[config.mk]
export PLATFORM = sky130hd
export DESIGN_NAME = dmem_responder
export DESIGN_NICKNAME = d
export VERILOG_FILES = /design/src/rtl/dmem_responder.sv
export SDC_FILE = /design/constraint.sdc
export NUM_CORES = 2
export LEC_CHECK = 0
export BUFFER_PORTS_ARGS = -buffer_cell sky130_fd_sc_hd__buf_2
export CELL_PAD_IN_SITES_DETAIL_PLACEMENT = 1
export CELL_PAD_IN_SITES_GLOBAL_PLACEMENT = 2
export CORE_MARGIN = 3
export CORE_UTILIZATION = 54
export DETAILED_ROUTE_END_ITERATION = 6
export PLACE_DENSITY_LB_ADDON = 0.1
export SLEW_MARGIN = 25
export SYNTH_ARGS = -nofsm -noshare
export SYNTH_HDL_FRONTEND = slang
export SYNTH_SLANG_ARGS = --single-unit
export TNS_END_PERCENT = 20
[constraint.sdc]
create_clock -name clk -period 8.7 [get_ports clk]
set_clock_uncertainty 0.2 [all_clocks]
set_input_delay 0.435 -clock clk [delete_from_list [all_inputs] [get_ports clk]]
set_output_delay 0.435 -clock clk [all_outputs]
set_load 0.05 [all_outputs]
[src/rtl/dmem_responder.sv]
// rtl/dmem_responder.sv - data-memory responder with wait states and RV32I lane access
module dmem_responder #(
    parameter int ADDR_W      = 8,
    parameter int WAIT_STATES = 2
) (
    input  logic              clk,
    input  logic              rst_n,
    input  logic              req_valid,
    output logic              req_ready,
    input  logic              req_wr,
    input  logic [1:0]        req_size,
    input  logic              req_unsigned,
    input  logic [ADDR_W-1:0] req_addr,
    input  logic [31:0]       req_wdata,
    output logic              rsp_valid,
    input  logic              rsp_ready,
    output logic [31:0]       rsp_rdata,
    output logic              rsp_err
);

    localparam int         DEPTH    = 2 ** (ADDR_W - 2);
    localparam logic [3:0] CNT_INIT = 4'(WAIT_STATES == 0 ? 0 : WAIT_STATES - 1);

    typedef enum logic [1:0] {
        S_IDLE   = 2'd0,
        S_WAIT   = 2'd1,
        S_ACCESS = 2'd2,
        S_RESP   = 2'd3
    } state_t;

    state_t              state_q, state_d;
    logic [3:0]          cnt_q, cnt_d;
    logic                wr_q, wr_d;
    logic [1:0]          size_q, size_d;
    logic                uns_q, uns_d;
    logic [ADDR_W-1:0]   addr_q, addr_d;
    logic [31:0]         wdata_q, wdata_d;
    logic [31:0]         rdata_q, rdata_d;
    logic                err_q, err_d;

    logic [31:0]         mem_q [DEPTH];
    logic [31:0]         word_rd;
    logic [31:0]         shifted;
    logic [31:0]         load_data;
    logic [31:0]         merged;
    logic                mem_we;
    logic                misaligned;

    assign req_ready = rst_n && (state_q == S_IDLE);
    assign rsp_valid = (state_q == S_RESP);
    assign rsp_rdata = rdata_q;
    assign rsp_err   = err_q;

    // Alignment check on the incoming request; size 3 is never legal
    always_comb begin
        misaligned = 1'b0;
        case (req_size)
            2'd0:    misaligned = 1'b0;
            2'd1:    misaligned = req_addr[0];
            2'd2:    misaligned = (req_addr[1:0] != 2'b00);
            default: misaligned = 1'b1;
        endcase
    end

    // Load lane extract with sign/zero extension, and store lane merge, from the addressed word
    always_comb begin
        word_rd   = mem_q[addr_q[ADDR_W-1:2]];
        shifted   = word_rd >> {addr_q[1:0], 3'b000};
        load_data = shifted;
        merged    = word_rd;
        case (size_q)
            2'd0: begin
                load_data = uns_q ? {24'h0, shifted[7:0]} : {{24{shifted[7]}}, shifted[7:0]};
                merged[{addr_q[1:0], 3'b000} +: 8] = wdata_q[7:0];
            end
            2'd1: begin
                load_data = uns_q ? {16'h0, shifted[15:0]} : {{16{shifted[15]}}, shifted[15:0]};
                merged[{addr_q[1], 4'b0000} +: 16] = wdata_q[15:0];
            end
            default: begin
                load_data = shifted;
                merged    = wdata_q;
            end
        endcase
    end

    // Write strobe: only a store that reaches its ACCESS edge outside reset touches RAM
    assign mem_we = rst_n && (state_q == S_ACCESS) && wr_q;

    // Next-state and datapath register updates
    always_comb begin
        state_d = state_q;
        cnt_d   = cnt_q;
        wr_d    = wr_q;
        size_d  = size_q;
        uns_d   = uns_q;
        addr_d  = addr_q;
        wdata_d = wdata_q;
        rdata_d = rdata_q;
        err_d   = err_q;
        case (state_q)
            S_IDLE: begin
                if (req_valid) begin
                    wr_d    = req_wr;
                    size_d  = req_size;
                    uns_d   = req_unsigned;
                    addr_d  = req_addr;
                    wdata_d = req_wdata;
                    if (misaligned) begin
                        rdata_d = 32'h0;
                        err_d   = 1'b1;
                        state_d = S_RESP;
                    end else if (WAIT_STATES == 0) begin
                        state_d = S_ACCESS;
                    end else begin
                        cnt_d   = CNT_INIT;
                        state_d = S_WAIT;
                    end
                end
            end
            S_WAIT: begin
                if (cnt_q == 4'd0) begin
                    state_d = S_ACCESS;
                end else begin
                    cnt_d = cnt_q - 4'd1;
                end
            end
            S_ACCESS: begin
                rdata_d = wr_q ? 32'h0 : load_data;
                err_d   = 1'b0;
                state_d = S_RESP;
            end
            S_RESP: begin
                if (rsp_ready) begin
                    state_d = S_IDLE;
                end
            end
            default: state_d = S_IDLE;
        endcase
    end

    // Control and response registers with synchronous reset
    always_ff @(posedge clk) begin
        if (!rst_n) begin
            state_q <= S_IDLE;
            cnt_q   <= 4'd0;
            rdata_q <= 32'h0;
            err_q   <= 1'b0;
            wr_q    <= 1'b0;
            size_q  <= 2'd0;
            uns_q   <= 1'b0;
            addr_q  <= '0;
            wdata_q <= 32'h0;
        end else begin
            state_q <= state_d;
            cnt_q   <= cnt_d;
            rdata_q <= rdata_d;
            err_q   <= err_d;
            wr_q    <= wr_d;
            size_q  <= size_d;
            uns_q   <= uns_d;
            addr_q  <= addr_d;
            wdata_q <= wdata_d;
        end
    end

    // RAM write port; contents survive reset
    always_ff @(posedge clk) begin
        if (mem_we) begin
            mem_q[addr_q[ADDR_W-1:2]] <= merged;
        end
    end

endmodule

# == After elaboration in Yosys (flattened, before gate mapping) ==
# Memories as Yosys holds them, arrays and structs flattened. A register that Yosys moved wholly into a read port is not among the register bits.
# Index checks and enable logic that the tools add are counted.
# totals
register_bits,83
latchBits,0
ram_bits,2048
mem_bits_ro,0
inputBits,48
output_inout_bits,35
elab_cells,71
mem_count,1
# mem_list
memory,depth,word_bits,read_ports,rd_clocked_by_memory_dff,wr,line_no,text
mem_q,64,32,1,1,1,41,logic [31:0] mem_q [DEPTH];
# classes
addsub,3
mul,0
div,0
order_cmp,0
eq_ne,12
shift,5
mux,27
n_bitwise,0
reduce_logical,14
# op_table
cell,count
case mux 32 bit (2 select lines),3
2-to-1 mux 32 bit,5
bitwise mux 32 bit,2
variable shift 16 x 7 -> 32 bit (first input constant),1
variable shift 8 x 7 -> 32 bit (first input constant),1
indexed part select 16 x 7 -> 32 bit,1
indexed part select 8 x 7 -> 32 bit,1
>> shifter 32 x 5 -> 32 bit,1
negator 5 -> 7 bit,2
2-to-1 mux 4 bit,3
2-to-1 mux 6 bit,2
!= test 2 bit (second input constant),5
2-to-1 mux 2 bit,4
case mux 2 bit (4 select lines),1
case mux 4 bit (2 select lines),1
== test 2 x 1 -> 1 bit (second input constant),3
== test 2 bit (second input constant),3
logical NOT 2 bit,3
AND reduction 3 bit,2
nonzero test 2 bit,3
logical NOT 4 bit,1
2-to-1 mux 1 bit,4
AND reduction 4 bit,1
subtractor 4 x 1 -> 4 bit (second input constant),1
other kinds (5),7

# == Depth between registers and ports, before layout ==
# logic_depth
ltp_word,5
depth_mapped,15
mapped_depth_nobuf,10

# == Worst setup path before layout ==
# Ideal clock, no wire load.
# synth_timing
path_type,register to register
start,register with a tool-made name
end,"memory mem_q[0][21], data pin"
setup_ps,702
arrival_ps,5087
required_ps,7798
slack_ps,2711
stages_incl_launch_ff,14
path_buffers,6
period_less_slack_ps,5989
path_cell_list,dfxtp_1 > buf_2 > buf_2 > buf_2 > and2_1 > clkbuf_1 > clkbuf_1 > clkbuf_1 > a22oi_1 > a21oi_1 > nor4_2 > o211ai_1 > nand2_1 > o21ai_0
# synth_lines
item,line_no
"end, declared",41

==> results.cfg <==
[status]
status = complete, no violations

[die]
io_pins = 83
die_area_um2 = 159000
coreArea_um2 = 152000
fp.dieH_um = 398
initial_utilization_pct = 54.5
die_w_um = 398
row_count = 143

[global_route]
groute.usage.overall_pct = 32.4
antenna_found_initial = 8
grt_pass1_wl_um = 354000
grt_pass1_vias = 44800
grt-ovfl-total = 0
grt_max_degree = 94

[synthesis]
synth.avg_cell_area_um2 = 21.2
ys_seq_area_share_pct = 76.2
syn_inst = 3912
synthMuxAreaShare_pct = 15.5
synth_nets = 3971
synth-simple-area-share_pct = 2.37
ys_ff_latch = 2137
synth_xor_area_share_pct = 0.0105
syn_area_um2 = 83100
synth_top_family_by_area = multiplexers
synthFlopType = edfxtp_1
synth_edf_count = 2048
yosys.area_share.adder_pct = 0.166
synth_compound_area_share_pct = 4.15
synth.distinct_cells = 68
ys.warnings.count = 0
postSynth.asyncResetShare_pct = 0

[cells_and_area]
fillCellCount = 12500
final_layout_size_suffix_gt1_share_pct = 27.0
nNetsFinal = 4224
finalNonFillerCells = 6369
area_delta_synth_final_pct = 13.1

[placed_design]
portBuffers = 82
gp_congestion = 0.875
placed_cells_incl_taps = 5937
hpwlAfterDp_um = 136000

[critical_path]
slowest_stage = dfxtp_4
critPathRequiredTime_ns = 8.99
critPathMaxFanout = 64
critPathMaxStageDelay_ns = 0.84
critPathBufInv = 3
worstPathArrival_ns = 5.63
path_class = reg2reg
cp-start-kind = flop
crit_chain = buf_12 -> buf_4 -> nor2b_1 -> a22oi_1 -> nand3_1 -> o31ai_1 -> o32ai_1 -> nor2_1 -> a21oi_1 -> o221ai_4 -> buf_4
reg2reg_slack_ns = 3.35
reg2reg_to = mem_q[45][15]
critPathCaptureType = flop
cp_top_family = compound AO/OA/AOI/OAI gates
ff2ff_path_depth = 11
path_common_cell = buf_4

[drt]
wl_per_cell_um = 39.8
drtIter0Drc = 6287
ant_nets = 0
drc_errors = 0
post_drt_via_cell_ratio = 6.94
drtPass1Iterations = 5
wirelength_um = 254000
dr_total_vias = 44200

[cts]
post_cts_buffers = 0
clk_pin_slew_ns = 0.06
numCtsBuffers = 208
htreeDepth = 4
clkSinkCount = 2137
clk_latency_ns = 0.85
cts-root-buf = clkbuf_16
cts_tree = built
max-clock-path-buffers = 3

[power]
vdd_drop_max_mv = 0.202
cellLeakagePower_nw = 29.0
power.density_nw_per_um2 = 293

[sta]
worst_slew_pin_slew_ns = 1.10
slew_violations = 0
rsz0062_at_grt = false
setup_viol = 0
fin_hold_ws_ns = 0.211
hold_viol_final = 0
clock.fmax_mhz = 187
finalCritPeriodShare_pct = 61.5
fin_tns_setup_ns = 0
slew_headroom_pct = 26.3
post-route-min-period_ns = 5.35

[flow_run]
drv_cap = 0

[min_path]
whs_endpoint = wdata_q[5]
worstHoldStart = req_wdata[5]
hold_depth = 4
holdCritPathClass = in2reg
## worst max path at each step
stage / start / endpoint / depth (start not counted)
after CTS: flop / mem_q[0][19] / 9
final: flop / mem_q[45][15] / 11
after detailed placement: flop / mem_q[7][19] / 9
after global routing: flop / mem_q[45][15] / 11
after floorplan: flop / mem_q[0][21] / 13
after global placement: flop / mem_q[34][16] / 9
## cells in the mapped netlist (11+ instances only)
cell	n	area, µm²
buf_4	15	113
nand2_1	190	713
buf_2	45	225
inv_1	23	86.3
mux2i_1	61	611
mux4_2	503	11300
buf_1	23	86.3
clkbuf_1	105	394
o22ai_1	37	231
mux4_1	30	788
nor2_1	112	420
buf_6	29	327
nand3_1	30	150
edfxtp_1	2048	61500
nor2b_1	20	125
dfxtp_1	89	1780
o211ai_1	17	128
ha_1	11	138
a22o_1	31	272
a221o_1	25	250
nor3_1	18	90.1
a21oi_1	77	385
a21boi_0	45	338
a22oi_1	107	803
a221oi_1	26	228
o21ai_0	50	250
or3_1	11	68.8
## through the flow
| stage | utilization [%] | cell area (µm²) | power, mW | setup slack (ns) |
|---|---|---|---|---|
| 2_1_floorplan | - | 83100 | 16.7 | 2.71 |
| 4_1_cts | 61.5 | 93800 | 27.5 | 3.19 |
| 5_1_grt | 61.6 | 93900 | 28.4 | 2.99 |
| 3_3_place_gp | 56.8 | 86600 | 18.5 | 3.42 |
| 6_report | 61.6 | 93900 | 27.5 | 3.35 |
| 3_5_place_dp | 56.8 | 86600 | 18.8 | 3.24 |
## placed cells by master, fill, tap and decap left out, types with 7 or more instances in the layout
cell type,n
mux2_2,10
a221o_1,19
nand2_1,180
clkinv_1,48
a21boi_0,45
o22ai_1,35
or3_1,11
clkinvlp_4,7
ha_1,11
bufinv_16,19
nor2b_1,18
and2_1,9
dlygate4sd3_1,48
nor2_1,47
a21oi_1,74
or2_2,9
mux4_2,503
a22o_1,31
buf_12,8
dfxtp_1,83
nand2_4,9
clkinv_2,44
nor4_2,7
o21ai_0,46
nor3_1,17
clkbuf_1,38
edfxtp_1,2048
buf_2,82
nor2_4,65
nand3_1,30
mux2i_1,61
o211ai_1,17
inv_1,22
clkbuf_16,208
a221oi_1,26
buf_4,131
mux4_1,30
a22oi_1,107
nand2b_1,7
## area by class of cell
class / instances / area, µm² / share of cell area, %
antenna: 3 / 7.51 / 0.00799
clock buffer: 247 / 5360 / 5.71
clock inverter: 134 / 1290 / 1.38
inverter: 23 / 86.3 / 0.0919
multi-input combinational: 1526 / 19300 / 20.5
sequential: 2137 / 63300 / 67.4
tap: 2030 / 2540 / 2.70
timing repair buffer: 269 / 2030 / 2.17
## kinds of logic after synthesis
group / after synthesis
AOI/OAI and AO/OA: 477
buffers and inverters: 249
muxes: 604
xor gates and xnor gates: 1
and+or+nand+nor: 433
DFF: 2137
adders and majority gates: 11
## worst register-to-register path: stages (launching register included)
cell and delay [ns]:
dfxtp_4 0.84, buf_12 0.49, buf_4 0.61, nor2b_1 0.64, a22oi_1 0.21, nand3_1 0.13, o31ai_1 0.12, o32ai_1 0.81
nor2_1 0.10, a21oi_1 0.33, o221ai_4 0.14, buf_4 0.34
## state kept, by name, indices dropped and copies added (netlist names), named ones only
name	cells
mem_q	2048
rsp_rdata	32
wdata_q	32
addr_q	8
cnt_q	4
size_q	2
state_q	2
rsp_err	1
uns_q	1
wr_q	1
## where the power goes
group          internal, mW  total (mW)  switching [mW]
Combinational          1.44        5.31            3.87
Clock                  4.97        8.84            3.87
Sequential             13.2        13.4           0.169
Total                  19.6        27.5            7.91
## metal layers
layer	part of all wire (%)	vias up	GRT usage (%)
li1	-	17000	-
met1	39	23900	46.6
met2	47	2828	49.7
met3	11	483	7.42
met4	3.6	6	10.9
met5	0.017	-	0
## timing repair
action	CTS	global route
resized for setup	0	0
hold buffers	48	0
endpoints found under the hold margin	55	0
Note: power is estimated with default switching activity, not from simulation.
